File: config.mk
export PLATFORM = sky130hd
export DESIGN_NAME = tape_capture_flat
export DESIGN_NICKNAME = d
export VERILOG_FILES = /design/src/rtl/tape_capture_if.sv /design/src/rtl/tape_capture.sv /design/src/flat_wrapper.sv
export SDC_FILE = /design/constraint.sdc
export NUM_CORES = 1
export LEC_CHECK = 0
export CAP_MARGIN = 20
export CORE_MARGIN = 5
export CORE_UTILIZATION = 40
export CTS_CLUSTER_SIZE = 16
export DETAILED_ROUTE_END_ITERATION = 10
export DONT_BUFFER_PORTS = 1
export PLACE_DENSITY = 0.55
export SLEW_MARGIN = 30
export SYNTH_ARGS = -nofsm -noshare
export SYNTH_HDL_FRONTEND = slang
export SYNTH_SLANG_ARGS = --single-unit
File: constraint.sdc
create_clock -name clk -period 2.9 [get_ports clk]
set_input_delay 0.29 -clock clk [delete_from_list [all_inputs] [get_ports clk]]
set_output_delay 0.29 -clock clk [all_outputs]
set_load 0.03 [all_outputs]
File: src/rtl/tape_capture_if.sv
// Tape-in and SDRAM write-port bundle for tape_capture.
// master = decoder side, slave = the environment feeding tape and acking writes.
interface tape_capture_if;
  logic        ce_sample;
  logic        tape_in;
  logic        start;
  logic        wr_req;
  logic        wr_ack;
  logic [15:0] addr;
  logic [7:0]  wdata;
  logic [15:0] length;
  logic        busy;
  logic        done;
  logic        frame_err;
  logic        overrun;

  modport master (
    input  ce_sample, tape_in, start, wr_ack,
    output wr_req, addr, wdata, length, busy, done, frame_err, overrun
  );

  modport slave (
    output ce_sample, tape_in, start, wr_ack,
    input  wr_req, addr, wdata, length, busy, done, frame_err, overrun
  );
endinterface

File: src/rtl/tape_capture.sv
// Aquarius cassette decoder: measures tape cycles between rising edges, frames
// 11-bit bytes (start 0, d7..d0, 1, 1) and writes each good byte to SDRAM.
module tape_capture #(
  parameter int SHORT_MIN = 8,
  parameter int SPLIT     = 24,
  parameter int LONG_MAX  = 48,
  parameter int GAP_LEN   = 256
) (
  input  logic clk,
  input  logic reset,
  tape_capture_if.master bus
);
  localparam int IDLE_W = $clog2(GAP_LEN + 1);
  localparam logic [7:0] SHORT_MIN_C = 8'(SHORT_MIN);
  localparam logic [7:0] SPLIT_C     = 8'(SPLIT);
  localparam logic [7:0] LONG_MAX_C  = 8'(LONG_MAX);
  localparam logic [7:0] CYC_SAT     = 8'(LONG_MAX + 1);
  localparam logic [IDLE_W-1:0] IDLE_MAX = IDLE_W'(GAP_LEN);

  typedef enum logic [2:0] {S_IDLE, S_HUNT, S_START2, S_BITS, S_STOP, S_DONE} state_t;
  typedef enum logic [1:0] {C_GLITCH, C_SHORT, C_LONG, C_GAP} cls_t;

  state_t state_q, state_d;
  cls_t   cls;
  logic   sync1_q, sync2_q, prev_q, prev_d;
  logic [7:0] cyc_q, cyc_d;
  logic [IDLE_W-1:0] idle_q, idle_d;
  logic   first_q, first_d;
  logic [2:0] bit_cnt_q, bit_cnt_d;
  logic   phase_q, phase_d, pair_long_q, pair_long_d;
  logic [7:0] shift_q, shift_d, wdata_q, wdata_d;
  logic   commit_q, commit_d, wr_req_q, wr_req_d;
  logic [15:0] addr_q, addr_d, length_q, length_d;
  logic   frame_err_q, frame_err_d, overrun_q, overrun_d;
  logic   rise;

  assign rise = bus.ce_sample && sync2_q && !prev_q;

  // The first edge after arming has no valid preceding cycle, so it counts as a gap.
  always_comb begin
    if (first_q)                  cls = C_GAP;
    else if (cyc_q < SHORT_MIN_C) cls = C_GLITCH;
    else if (cyc_q < SPLIT_C)     cls = C_SHORT;
    else if (cyc_q <= LONG_MAX_C) cls = C_LONG;
    else                          cls = C_GAP;
  end

  always_comb begin
    state_d     = state_q;
    prev_d      = bus.ce_sample ? sync2_q : prev_q;
    cyc_d       = cyc_q;
    idle_d      = idle_q;
    first_d     = first_q && !rise;
    bit_cnt_d   = bit_cnt_q;
    phase_d     = phase_q;
    pair_long_d = pair_long_q;
    shift_d     = shift_q;
    commit_d    = 1'b0;
    wdata_d     = wdata_q;
    wr_req_d    = wr_req_q;
    addr_d      = addr_q;
    length_d    = length_q;
    frame_err_d = frame_err_q;
    overrun_d   = overrun_q;

    if (rise) begin
      cyc_d  = 8'd0;
      idle_d = '0;
    end else if (bus.ce_sample) begin
      if (cyc_q < CYC_SAT) cyc_d = cyc_q + 8'd1;
      else if (idle_q < IDLE_MAX) idle_d = idle_q + 1'b1;
    end

    case (state_q)
      S_HUNT: begin
        if (rise && cls == C_LONG)
          state_d = S_START2;
        else if (idle_q >= IDLE_MAX && length_q != 16'd0 && !wr_req_q && !commit_q)
          state_d = S_DONE;
      end
      S_START2: begin
        if (rise) begin
          state_d   = (cls == C_LONG) ? S_BITS : S_HUNT;
          bit_cnt_d = 3'd0;
          phase_d   = 1'b0;
        end
      end
      S_BITS, S_STOP: begin
        if (rise) begin
          if (cls == C_GLITCH || cls == C_GAP) begin
            frame_err_d = 1'b1;
            state_d     = S_HUNT;
          end else if (!phase_q) begin
            phase_d     = 1'b1;
            pair_long_d = (cls == C_LONG);
          end else begin
            phase_d = 1'b0;
            if ((cls == C_LONG) != pair_long_q || (state_q == S_STOP && pair_long_q)) begin
              frame_err_d = 1'b1;
              state_d     = S_HUNT;
            end else if (state_q == S_STOP) begin
              commit_d = 1'b1;
              state_d  = S_HUNT;
            end else begin
              shift_d   = {shift_q[6:0], !pair_long_q};
              bit_cnt_d = bit_cnt_q + 3'd1;
              if (bit_cnt_q == 3'd7) state_d = S_STOP;
            end
          end
        end
      end
      default: ;
    endcase

    if (wr_req_q && bus.wr_ack) begin
      wr_req_d = 1'b0;
      if (addr_q == 16'hFFFF) begin
        length_d = 16'hFFFF;
        state_d  = S_DONE;
      end else begin
        addr_d   = addr_q + 16'd1;
        length_d = length_q + 16'd1;
      end
    end

    // A commit that finds the port still busy (even if acked this cycle) is dropped.
    if (commit_q) begin
      if (wr_req_q) begin
        overrun_d = 1'b1;
      end else begin
        wdata_d  = shift_q;
        wr_req_d = 1'b1;
      end
    end

    if (bus.start) begin
      state_d     = S_HUNT;
      first_d     = 1'b1;
      idle_d      = '0;
      phase_d     = 1'b0;
      commit_d    = 1'b0;
      wr_req_d    = 1'b0;
      addr_d      = 16'd0;
      length_d    = 16'd0;
      frame_err_d = 1'b0;
      overrun_d   = 1'b0;
    end
  end

  always_ff @(posedge clk) begin
    if (reset) begin
      state_q     <= S_IDLE;
      sync1_q     <= 1'b0;
      sync2_q     <= 1'b0;
      prev_q      <= 1'b0;
      cyc_q       <= 8'd0;
      idle_q      <= '0;
      first_q     <= 1'b1;
      bit_cnt_q   <= 3'd0;
      phase_q     <= 1'b0;
      pair_long_q <= 1'b0;
      shift_q     <= 8'd0;
      commit_q    <= 1'b0;
      wdata_q     <= 8'd0;
      wr_req_q    <= 1'b0;
      addr_q      <= 16'd0;
      length_q    <= 16'd0;
      frame_err_q <= 1'b0;
      overrun_q   <= 1'b0;
    end else begin
      state_q     <= state_d;
      sync1_q     <= bus.tape_in;
      sync2_q     <= sync1_q;
      prev_q      <= prev_d;
      cyc_q       <= cyc_d;
      idle_q      <= idle_d;
      first_q     <= first_d;
      bit_cnt_q   <= bit_cnt_d;
      phase_q     <= phase_d;
      pair_long_q <= pair_long_d;
      shift_q     <= shift_d;
      commit_q    <= commit_d;
      wdata_q     <= wdata_d;
      wr_req_q    <= wr_req_d;
      addr_q      <= addr_d;
      length_q    <= length_d;
      frame_err_q <= frame_err_d;
      overrun_q   <= overrun_d;
    end
  end

  assign bus.wr_req    = wr_req_q;
  assign bus.addr      = addr_q;
  assign bus.wdata     = wdata_q;
  assign bus.length    = length_q;
  assign bus.busy      = (state_q != S_IDLE) && (state_q != S_DONE);
  assign bus.done      = (state_q == S_DONE);
  assign bus.frame_err = frame_err_q;
  assign bus.overrun   = overrun_q;
endmodule

File: src/flat_wrapper.sv
// flat-port wrapper written by rule: the top's interface ports become plain ports
module tape_capture_flat 
#(
  parameter int SHORT_MIN = 8,
  parameter int SPLIT     = 24,
  parameter int LONG_MAX  = 48,
  parameter int GAP_LEN   = 256
)
  (clk, reset, bus_ce_sample, bus_tape_in, bus_start, bus_wr_ack, bus_wr_req, bus_addr, bus_wdata, bus_length, bus_busy, bus_done, bus_frame_err, bus_overrun);
  tape_capture_if bus_i ();
  input  logic clk;
  input  logic reset;
  input wire logic [$bits(bus_i.ce_sample)-1:0] bus_ce_sample;
  input wire logic [$bits(bus_i.tape_in)-1:0] bus_tape_in;
  input wire logic [$bits(bus_i.start)-1:0] bus_start;
  input wire logic [$bits(bus_i.wr_ack)-1:0] bus_wr_ack;
  output wire logic [$bits(bus_i.wr_req)-1:0] bus_wr_req;
  output wire logic [$bits(bus_i.addr)-1:0] bus_addr;
  output wire logic [$bits(bus_i.wdata)-1:0] bus_wdata;
  output wire logic [$bits(bus_i.length)-1:0] bus_length;
  output wire logic [$bits(bus_i.busy)-1:0] bus_busy;
  output wire logic [$bits(bus_i.done)-1:0] bus_done;
  output wire logic [$bits(bus_i.frame_err)-1:0] bus_frame_err;
  output wire logic [$bits(bus_i.overrun)-1:0] bus_overrun;
  assign bus_i.ce_sample = bus_ce_sample;
  assign bus_i.tape_in = bus_tape_in;
  assign bus_i.start = bus_start;
  assign bus_i.wr_ack = bus_wr_ack;
  assign bus_wr_req = bus_i.wr_req;
  assign bus_addr = bus_i.addr;
  assign bus_wdata = bus_i.wdata;
  assign bus_length = bus_i.length;
  assign bus_busy = bus_i.busy;
  assign bus_done = bus_i.done;
  assign bus_frame_err = bus_i.frame_err;
  assign bus_overrun = bus_i.overrun;
  tape_capture #(.SHORT_MIN(SHORT_MIN), .SPLIT(SPLIT), .LONG_MAX(LONG_MAX), .GAP_LEN(GAP_LEN)) u_core (.clk(clk), .reset(reset), .bus(bus_i));
endmodule
Word level (Yosys, flattened, before mapping)
Index checks and enable logic that the tools add are counted.
- output and inout bits: 45
- bits in registers: 81
- multiplexer cells: 38
- eq/ne operators: 17
- $lt $le $gt $ge: 6
- reductions and logical operators: 38
- bitwise gates (word level): 9
- $add $sub $neg: 5
- operators with widths (operator ; count):
    $mux 3 ; 17
    $add 16x1->16 const B ; 2
    $eq 16x16->1 const B ; 1
    $mux 16 ; 1
    $reduce_bool 16->1 ; 1
    $mux 1 ; 13
    $reduce_and 4->1 ; 3
    $logic_and 1x1->1 ; 10
    $add 9x1->9 const B ; 1
    $eq 3x3->1 const B ; 3
    $ge 9x9->1 const B ; 1
    $lt 9x9->1 const B ; 1
    $not 1->1 ; 9
    $pmux 3 s3 ; 1
    $add 8x1->8 const B ; 1
    $le 8x6->1 const B ; 1
    $lt 8x4->1 const B ; 1
    $lt 8x5->1 const B ; 1
    $lt 8x6->1 const B ; 1
    $mux 2 ; 4
    $reduce_and 2->1 ; 4
    $reduce_and 7->1 ; 1
    $reduce_or 7->1 ; 1
    $eq 3x2->1 const B ; 2
    18 further kinds ; 32

Logic depth before layout (Yosys ltp)
Gate-level depths: netlist of the first run.
- depth in word-level cells: 16
- gate-level depth with buffers: 11
- mapped depth without buffers: 10

Least setup slack after synthesis of the first run
Ideal clock, no wire load.
- path kind: reg-to-reg
- start: reg u_core.cyc_q[7]
- end: reg u_core.bit_cnt_q[1]
- arrival time: 2.456 ns
- buffers on the path: 1
- setup slack: 0.374 ns
- stages on the path, launching flop included: 10
- clock period less this slack: 2.526 ns
- required time: 2.830 ns
- cell sequence: dfxtp_1 > or2_2 > or4b_2 > ha_1 > clkbuf_1 > xnor2_1 > nand4_1 > nor2_1 > nand2_1 > a21oi_1
- cells in the longest elaborated chain, start to end: 10
- elaborated cells on any way between the ends: 16
- RTL lines (element ; RTL line ; RTL):
    start, declared ; tape_capture.sv:26 ; logic [7:0] cyc_q, cyc_d;
    start signal, assigned ; tape_capture.sv:175 ; cyc_q <= cyc_d;
    $le 8x6->1 ; tape_capture.sv:44 ; else if (cyc_q <= LONG_MAX_C) cls = C_LONG;
    $mux 1 ; tape_capture.sv:44 ;
    $mux 2 ; tape_capture.sv:43 ; else if (cyc_q < SPLIT_C) cls = C_SHORT;
    $mux 2 * ; tape_capture.sv:42 ; else if (cyc_q < SHORT_MIN_C) cls = C_GLITCH;
    $mux 2 * ; tape_capture.sv:41 ; if (first_q) cls = C_GAP;
    $eq 2x2->1 ; tape_capture.sv:98 ; if ((cls == C_LONG) != pair_long_q || (state_q == S_STOP && pair_long_q)) begin
    $ne 1x1->1 ; tape_capture.sv:98 ;
    $logic_or 1x1->1 ; tape_capture.sv:98 ;
    $ne 2x2->1 (no source line) ; - ;
    $reduce_and 7->1 (no source line) * ; - ;
    end signal, assigned ; tape_capture.sv:178 ; bit_cnt_q <= bit_cnt_d;
    end, declared ; tape_capture.sv:29 ; logic [2:0] bit_cnt_q, bit_cnt_d;
Every way passes the cells marked *; elsewhere a longest branch is shown, timed or not.
A chain may end at the register's enable or synchronous reset.

Final worst setup path of the first run
- start: reg u_core.cyc_q[7]
- end: reg u_core.state_q[1]
- cells in the longest elaborated chain, start to end: 15
- elaborated cells on any way between the ends: 24
- RTL lines (element ; RTL line ; RTL):
    $le 8x6->1 ; tape_capture.sv:44 ;
    $mux 1 ; tape_capture.sv:44 ;
    $mux 2 ; tape_capture.sv:43 ;
    $mux 2 * ; tape_capture.sv:42 ;
    $mux 2 * ; tape_capture.sv:41 ;
    $eq 2x2->1 ; tape_capture.sv:76, tape_capture.sv:83, tape_capture.sv:98 ;
    $ne 1x1->1 ; tape_capture.sv:98 ;
    $logic_or 1x1->1 ; tape_capture.sv:98 ;
    $mux 3 ; tape_capture.sv:98 ;
    $mux 3 ; tape_capture.sv:93 ; end else if (!phase_q) begin
    $mux 3 ; tape_capture.sv:90 ; if (cls == C_GLITCH || cls == C_GAP) begin
    $mux 3 ; tape_capture.sv:89 ; if (rise) begin
    $pmux 3 s3 * ; tape_capture.sv:74 ; case (state_q)
    $mux 3 ; tape_capture.sv:117 ; if (addr_q == 16'hFFFF) begin
    $mux 3 * ; tape_capture.sv:115 ; if (wr_req_q && bus.wr_ack) begin
    end signal, assigned ; tape_capture.sv:171 ; state_q <= state_d;
    end, declared ; tape_capture.sv:23 ; state_t state_q, state_d;
Marked as above.

==> tab_implementation.tex, run 1 <==
\begin{tabular}{lr}
\hline
Metric & Value \\
\hline
\multicolumn{2}{l}{\textbf{Timing}} \\
Setup repair after global routing missed its margin & false \\
Number of hold violations in the final report & 0 \\
Count of endpoints failing setup in the final report & 0 \\
Final-layout setup total negative slack & 0 ns \\
Final critical delay including setup and external delays & 2.58 ns \\
Worst max-slew margin expressed relative to the limit & 56.0\% \\
Slew of the pin with the lowest slew margin & 0.661 ns \\
Worst Clk Skew & 0.00971 ns \\
Share of the clock period used by the worst path after layout & 88.8\% \\
Maximum achievable frequency & 0.388 GHz \\
Final count of pins violating max slew & 0 \\
Worst Setup Slack, final & 0.325 ns \\
\multicolumn{2}{l}{\textbf{Logic synthesis}} \\
Synthesis-stage register bit count & 81 \\
Seq/Total Area, Yosys & 43.0\% \\
Count of synthesis-stage warnings from yosys & 0 \\
Dominant synthesized flop cell & sky130\_fd\_sc\_hd\_\_dfxtp\_1 \\
Biggest area contributors in the synthesized netlist & sky130\_fd\_sc\_hd\_\_dfxtp\_1 43\%, sky130\_fd\_sc\_hd\_\_nor2\_1 6.0\%, sky130\_fd\_sc\_hd\_\_a21oi\_1 5.3\% \\
Portion of synthesized cell area occupied by the leading cell type & 43.0\% \\
Fraction of synthesis flops using an asynchronous set or reset pin & 0\% \\
Distinct cell type count after synthesis & 50 \\
Per-instance average area after synthesis & 8.54 µm² \\
Synthesized Nets & 458 \\
Synth Instances & 442 \\
Dominant cell type by area after synthesis & sky130\_fd\_sc\_hd\_\_dfxtp\_1 \\
Area of the mapped netlist & 3770 µm² \\
Number of enable flip-flop cells after synthesis & 0 \\
\multicolumn{2}{l}{\textbf{Layout}} \\
Most common library cell in the layout ignoring fill and taps & sky130\_fd\_sc\_hd\_\_dfxtp\_1 \\
Commonest cells after routing, fill and taps aside & 81 x sky130\_fd\_sc\_hd\_\_dfxtp\_1, 60 x sky130\_fd\_sc\_hd\_\_nor2\_1, 40 x sky130\_fd\_sc\_hd\_\_a21oi\_1 \\
Nets & 462 \\
Design Area, Final & 4170 µm² \\
Synthesis-to-finish area growth & 10.5\% \\
Layout cells sized above 1 & 6.87\% \\
Number of standard cells in the layout, taps in and fillers out & 580 \\
N\_diodes & 0 \\
Share of the core filled with cells in the final layout & 45.1\% \\
\multicolumn{2}{l}{\textbf{Clocking}} \\
Buffers inserted during post-CTS setup optimization & 0 \\
Number of clock sinks & 81 \\
Total number of H-tree levels & 3 \\
Post-CTS Hold Fix Bufs & 3 \\
TritonCTS clock tree & done \\
Total CTS buffers & 9 \\
Master cell of the clock root buffer & sky130\_fd\_sc\_hd\_\_clkbuf\_8 \\
Post-cts sizing count & 0 \\
Clock-pin slew of the registers on the worst-case setup and hold paths & 0.08 ns \\
Worst-Skew Late Latency & 0.34 ns \\
Deepest clock path buffer count & 2 \\
\multicolumn{2}{l}{\textbf{Placement}} \\
HPWL after detailed placement & 5.85 mm \\
Final Wtd Congestion & 0.892 \\
Worst setup slack after placement & 0.369 ns \\
Post-placement cell count & 559 \\
Cell area after placement & 3910 µm² \\
Count of input and output buffers & 0 \\
\multicolumn{2}{l}{\textbf{Worst setup path}} \\
Category of the most critical setup path & flop to flop \\
Worst reg-to-reg path cell count & 8 \\
R2R Path End & u\_core.state\_q[1]\$\_SDFF\_PP0\_ \\
Critical Path RT & 3.14 ns \\
Crit path launch type & flop \\
Crit path launch & u\_core.cyc\_q[7]\$\_SDFFE\_PP0P\_ \\
Crit path DAT & 2.81 ns \\
Largest fanout on the critical path & 8 \\
Worst setup EP type & flop \\
R2r setup slk & 0.32 ns \\
Launching point of the worst reg2reg path & u\_core.cyc\_q[7]\$\_SDFFE\_PP0P\_ \\
\multicolumn{2}{l}{\textbf{Min path}} \\
Capture endpoint of the worst hold path & u\_core.sync2\_q\$\_SDFF\_PP0\_ \\
Worst Hold Path Cells & 1 \\
Worst min-delay path category & input port to flop \\
Hold path start & reset \\
\multicolumn{2}{l}{\textbf{Drt}} \\
Average routed wire per standard cell & 14.7 µm \\
Number of routed nets with antenna violations & 0 \\
Remaining DRCs & 0 \\
Via Count & 3028 \\
Drt initial violations & 212 \\
Average via count per standard cell & 5.22 \\
Router iterations before antenna repair & 4 \\
Total detailed-routing wirelength & 8.54 mm \\
\multicolumn{2}{l}{\textbf{Power}} \\
Switching portion of total power & 21.6\% \\
Maximum vdd drop & 227 µV \\
Clock share of power & 42.8\% \\
Part of the total power dissipated in sequential elements & 54.2\% \\
Leakage power figure & 0.00149 µW \\
Cell Int Power & 1620 µW \\
Part of the power in combinational logic & 3.0\% \\
Total power divided by cell area & 497 nW/µm² \\
Switching component of the power & 449 µW \\
\multicolumn{2}{l}{\textbf{GRT}} \\
Global-route wire length before repair & 13.9 mm \\
Global route total overflow & 0 \\
Number of global-route vias before repair & 2782 \\
All-layer global routing usage & 14.9\% \\
Antenna violations before repair & 0 \\
Maximum number of pins on one net before global-route repair & 26 \\
\multicolumn{2}{l}{\textbf{Floorplanning}} \\
Effective utilization at floorplan & 40.8\% \\
Io pins & 51 \\
Die boundary height & 107 µm \\
Number of cell rows & 35 \\
Overall die width & 107 µm \\
Full die area & 11500 µm² \\
Core area & 9240 µm² \\
\multicolumn{2}{l}{\textbf{Run}} \\
Max Cap Viol & 0 \\
\multicolumn{2}{l}{\textbf{Outcome}} \\
Run status & finished clean \\
\hline
\end{tabular}
[cell usage after synthesis (all sizes together) (2+ instances only)]
cell,count
a2111oi,2
a211oi,5
a21oi,40
a311oi,3
a31oi,2
a41oi,4
and2,6
and3,4
and3b,2
and4,7
buf,6
clkbuf,14
dfxtp,81
ha,10
inv,15
mux2i,10
nand2,39
nand2b,4
nand3,20
nand4,15
nor2,60
nor2b,4
nor3,16
nor3b,2
nor4,6
nor4b,2
o21ai,8
o31ai,2
or2,3
or3,3
xnor2,21
xor2,16
[how the worst max path moves through the flow]
stage                                             to  slack, ns
floorplan           u_core.bit_cnt_q[1]$_SDFFE_PP0P_       0.37
global placement        u_core.state_q[1]$_SDFF_PP0_       0.45
detailed placement      u_core.state_q[1]$_SDFF_PP0_       0.37
CTS                     u_core.state_q[1]$_SDFF_PP0_       0.35
global route          u_core.shift_q[6]$_SDFFE_PP0P_       0.15
finish                  u_core.state_q[1]$_SDFF_PP0_       0.32
[power by group through the flow]
stage	sequential (µW)	combinational (µW)	clock, µW
after floorplan	1150	49.2	0
after global placement	1150	52.4	0
after detailed placement	1150	52.9	0
after CTS	1120	58.7	918
after global routing	1130	69.1	963
final	1120	61.5	888
[stage by stage]
step	power (µW)	hold slack, ns
floorplan	1200	0.384
global placement	1200	0.369
detailed placement	1200	0.371
CTS	2100	0.00113
global route	2160	0.000680
finish	2070	0.0180
[area by class of cell]
class                           instances  area (µm²)
Fill cell                             930        5070
Multi-Input combinational cell        326        2010
Clock buffer                           11         131
Sequential cell                        81        1620
Tap cell                              129         161
Timing Repair Buffer                   13         110
Clock inverter                          5        78.8
Inverter                               15        56.3
[state kept, by name, indices dropped and copies added (netlist names)]
register	cells
u_core.shift_q	8
u_core.state_q	3
u_core.sync2_q	1
u_core.bus.overrun	1
u_core.idle_q	9
u_core.bit_cnt_q	3
u_core.prev_q	1
u_core.bus.addr	16
u_core.bus.length	16
u_core.cyc_q	8
u_core.first_q	1
u_core.sync1_q	1
u_core.commit_q	1
u_core.phase_q	1
u_core.bus.wr_req	1
u_core.bus.wdata	8
u_core.bus.frame_err	1
u_core.pair_long_q	1
[cells by family after synthesis]
kind of cell	Yosys count	share of synthesized area, %
XOR/XNOR	37	8.59
AO/OA/AOI/OAI	72	12.2
multiplexers	10	2.65
adder cells (fa/ha/maj)	10	3.32
flip-flops	81	43.0
buffers and inverters	35	3.75
AND/OR/NAND/NOR	197	26.6
[worst max-delay path, stage by stage, from the launching register on]
cell and delay (ns):
sky130_fd_sc_hd__dfxtp_1 0.31, sky130_fd_sc_hd__or2_2 0.34, sky130_fd_sc_hd__or4b_2 0.62, sky130_fd_sc_hd__ha_1 0.31, sky130_fd_sc_hd__inv_1 0.11, sky130_fd_sc_hd__nor3_1 0.06
sky130_fd_sc_hd__a2111oi_0 0.42, sky130_fd_sc_hd__a21oi_1 0.08, sky130_fd_sc_hd__o211a_1 0.23
[metal layers]
metal	vias to the layer above	track usage (%)	share of wire, %
li1	1555	-	-
met1	1397	19.7	48
met2	72	23.4	45
met3	4	4.33	6.1
met4	0	4.38	0.90
met5	-	0	0
(Power assumes the default switching activity.)
==> run 2: changes to the inputs <==
--- a/config.mk
+++ b/config.mk
@@ -11,7 +11,7 @@
 export CTS_CLUSTER_SIZE = 16
 export DETAILED_ROUTE_END_ITERATION = 10
 export DONT_BUFFER_PORTS = 1
-export PLACE_DENSITY = 0.55
+export PLACE_DENSITY = 0.53
 export SLEW_MARGIN = 30
 export SYNTH_ARGS = -nofsm -noshare
 export SYNTH_HDL_FRONTEND = slang
==> run 2 against run 1 <==
Compared with the run above:
- first-iteration DRC count shrank 12%
- worst setup slack lost 0.062 ns
- cell count shrank 0.69%
- critical path depth is the same
- routed wire length shrank 1.4%
- non-clock buffer count shrank 4
- power grew 3.3%
- largest cell class unchanged
- largest power group unchanged
- highest routed layer unchanged
==> tab_implementation.tex, run 2 (same netlist as run 1, synthesis figures left out) <==
\begin{tabular}{lr}
\hline
Metric & Value \\
\hline
\multicolumn{2}{l}{\textbf{Outcome}} \\
Run status & finished clean \\
\multicolumn{2}{l}{\textbf{GRT}} \\
Antenna violations before repair & 0 (unchanged) \\
Number of global-route vias before repair & 2802 (+0.72\%) \\
Maximum number of pins on one net before global-route repair & 41 (+58\%) \\
Global-route wire length before repair & 14.1 mm (+1.9\%) \\
Global route total overflow & 0 (unchanged) \\
All-layer global routing usage & 15.1\% (+0.28 points) \\
\multicolumn{2}{l}{\textbf{Placement}} \\
HPWL after detailed placement & 5.83 mm (-0.21\%) \\
Final Wtd Congestion & 0.875 (-1.8\%) \\
Count of input and output buffers & 0 (unchanged) \\
\multicolumn{2}{l}{\textbf{Layout}} \\
Synthesis-to-finish area growth & 10.3\% \\
Most common library cell in the layout ignoring fill and taps & sky130\_fd\_sc\_hd\_\_dfxtp\_1 \\
Share of the core filled with cells in the final layout & 45.0\% (-0.095 points) \\
Layout cells sized above 1 & 7.16\% (+0.29 points) \\
Commonest cells after routing, fill and taps aside & 81 x sky130\_fd\_sc\_hd\_\_dfxtp\_1, 60 x sky130\_fd\_sc\_hd\_\_nor2\_1, 40 x sky130\_fd\_sc\_hd\_\_a21oi\_1 \\
Nets & 458 (-0.87\%) \\
N\_diodes & 0 (unchanged) \\
Number of fill cells in the layout & 932 (+0.22\%) \\
\multicolumn{2}{l}{\textbf{Timing}} \\
Final critical delay including setup and external delays & 2.64 ns (+0.0620 ns) \\
Worst Clk Skew & 0.0119 ns (+0.00216 ns) \\
Final count of pins violating max slew & 0 (unchanged) \\
Worst max-slew margin expressed relative to the limit & 55.5\% (-0.47 points) \\
Number of hold violations in the final report & 0 (unchanged) \\
Hold slack final & 0.0684 ns (+0.0504 ns) \\
Setup repair after global routing missed its margin & false \\
Final-layout setup total negative slack & 0 ns (unchanged) \\
Count of endpoints failing setup in the final report & 0 (unchanged) \\
Share of the clock period used by the worst path after layout & 90.9\% (+2.1 points) \\
Maximum achievable frequency & 0.379 GHz (-2.4\%) \\
Slew of the pin with the lowest slew margin & 0.665 ns (+0.00479 ns) \\
\multicolumn{2}{l}{\textbf{Drt}} \\
Router iterations before antenna repair & 4 (unchanged) \\
Number of routed nets with antenna violations & 0 (unchanged) \\
Remaining DRCs & 0 (unchanged) \\
Drt initial violations & 187 (-12\%) \\
Via Count & 3046 (+0.59\%) \\
Average routed wire per standard cell & 14.6 µm (-0.72\%) \\
Average via count per standard cell & 5.29 (+1.3\%) \\
Total detailed-routing wirelength & 8.42 mm (-1.4\%) \\
\multicolumn{2}{l}{\textbf{Floorplanning}} \\
Overall die width & 107 µm (unchanged) \\
Io pins & 51 (unchanged) \\
Effective utilization at floorplan & 40.8\% (unchanged) \\
Core area & 9240 µm² (unchanged) \\
Number of cell rows & 35 (unchanged) \\
Die boundary height & 107 µm (unchanged) \\
Full die area & 11500 µm² (unchanged) \\
\multicolumn{2}{l}{\textbf{Worst setup path}} \\
Crit path DAT & 2.85 ns (+0.04 ns) \\
Category of the most critical setup path & flop to flop \\
Critical Path RT & 3.11 ns (-0.03 ns) \\
Crit path launch type & flop \\
Worst setup EP type & flop \\
Largest fanout on the critical path & 11 (+3) \\
\multicolumn{2}{l}{\textbf{Clocking}} \\
Post-cts sizing count & 0 (unchanged) \\
Number of clock sinks & 81 (unchanged) \\
TritonCTS clock tree & done \\
Deepest clock path buffer count & 2 (unchanged) \\
Total number of H-tree levels & 3 (unchanged) \\
Master cell of the clock root buffer & sky130\_fd\_sc\_hd\_\_clkbuf\_8 \\
Worst-Skew Late Latency & 0.35 ns (about the same) \\
Clock-pin slew of the registers on the worst-case setup and hold paths & 0.08 ns (about the same) \\
Total CTS buffers & 9 (unchanged) \\
\multicolumn{2}{l}{\textbf{Power}} \\
Leakage power figure & 0.00149 µW (-0.21\%) \\
Cell Int Power & 1690 µW (+4.1\%) \\
Part of the power in combinational logic & 2.8\% (-0.2 points) \\
Clock share of power & 44.7\% (+1.9 points) \\
Total power divided by cell area & 515 nW/µm² (+3.5\%) \\
Part of the total power dissipated in sequential elements & 52.5\% (-1.7 points) \\
Maximum vdd drop & 234 µV (+3.1\%) \\
Switching component of the power & 450 µW (+0.28\%) \\
Switching portion of total power & 21.0\% (-0.63 points) \\
\multicolumn{2}{l}{\textbf{Run}} \\
Max Cap Viol & 0 (unchanged) \\
\multicolumn{2}{l}{\textbf{Min path}} \\
Worst min-delay path category & input port to flop \\
\hline
\end{tabular}
-- run 2: changes by cell type in the layout (fill, tap and decap cells not counted), sizes merged --
cell         delta
inv             -1
buf             -1
dlygate4sd3     -3
clkbuf          +1
-- run 2: final timing paths --
kind / start / endpoint / slack, ns / cells past startpoint
worst min-delay path: bus_start / u_core.first_q$_SDFF_PP1_ / 0.07 / 2
worst max-delay path: u_core.cyc_q[7]$_SDFFE_PP0P_ / u_core.shift_q[0]$_SDFFE_PP0P_ / 0.26 / 8
worst min register to register: u_core.sync1_q$_SDFF_PP0_ / u_core.sync2_q$_SDFF_PP0_ / 0.45 / 1
worst max register to register: u_core.cyc_q[7]$_SDFFE_PP0P_ / u_core.shift_q[0]$_SDFFE_PP0P_ / 0.26 / 8
-- run 2: through the flow --
step	cells	instance area [µm²]	setup WS, ns	total power [µW]
floorplan	442	3770	0.374	1200
global placement	558	3900	0.413	1200
detailed placement	558	3900	0.354	1200
CTS	576	4160	0.296	2170
global route	576	4160	0.123	2230
finish	576	4160	0.263	2140
-- run 2: worst max-delay path: stages, from the launching register on --
cell and delay [ns]:
sky130_fd_sc_hd__dfxtp_1 0.31, sky130_fd_sc_hd__or2_2 0.34, sky130_fd_sc_hd__or4b_2 0.62, sky130_fd_sc_hd__ha_1 0.31, sky130_fd_sc_hd__xnor2_1 0.30, sky130_fd_sc_hd__nand4_1 0.20
sky130_fd_sc_hd__buf_4 0.23, sky130_fd_sc_hd__a21oi_1 0.15, sky130_fd_sc_hd__nor2_1 0.05
-- run 2: cell type report --
type	count	area (µm²)	share of cell area, %
multi-input cells	326	2010	48.3
well taps	129	161	3.88
inverters	15	56.3	1.35
flip-flops and latches	81	1620	39.0
clock inverters	4	73.8	1.77
clock buffers	12	165	3.97
repair buffers	9	72.6	1.74
-- run 2: what timing repair did --
action                                 CTS  global route
endpoints found under the hold margin   17             0
hold buffers                             2             0
buffers inserted                         0             0
-- run 2: routing by layer --
metal	share of wire, %	wire length, µm	global-route usage (%)	vias up
met3	7.1	596	4.70	10
met5	0	0	0	-
met4	1.4	119	5.75	0
li1	-	-	-	1546
met1	47	3990	19.7	1411
met2	44	3720	23.5	79
-- run 2: power groups by stage --
stage                     clock network [µW]  logic, µW  registers (µW)
after global placement                     0       52.4            1150
after global routing                    1030       67.4            1130
after detailed placement                   0       53.2            1150
after floorplan                            0       49.2            1150
final                                    957       60.1            1120
after CTS                                990       60.8            1120
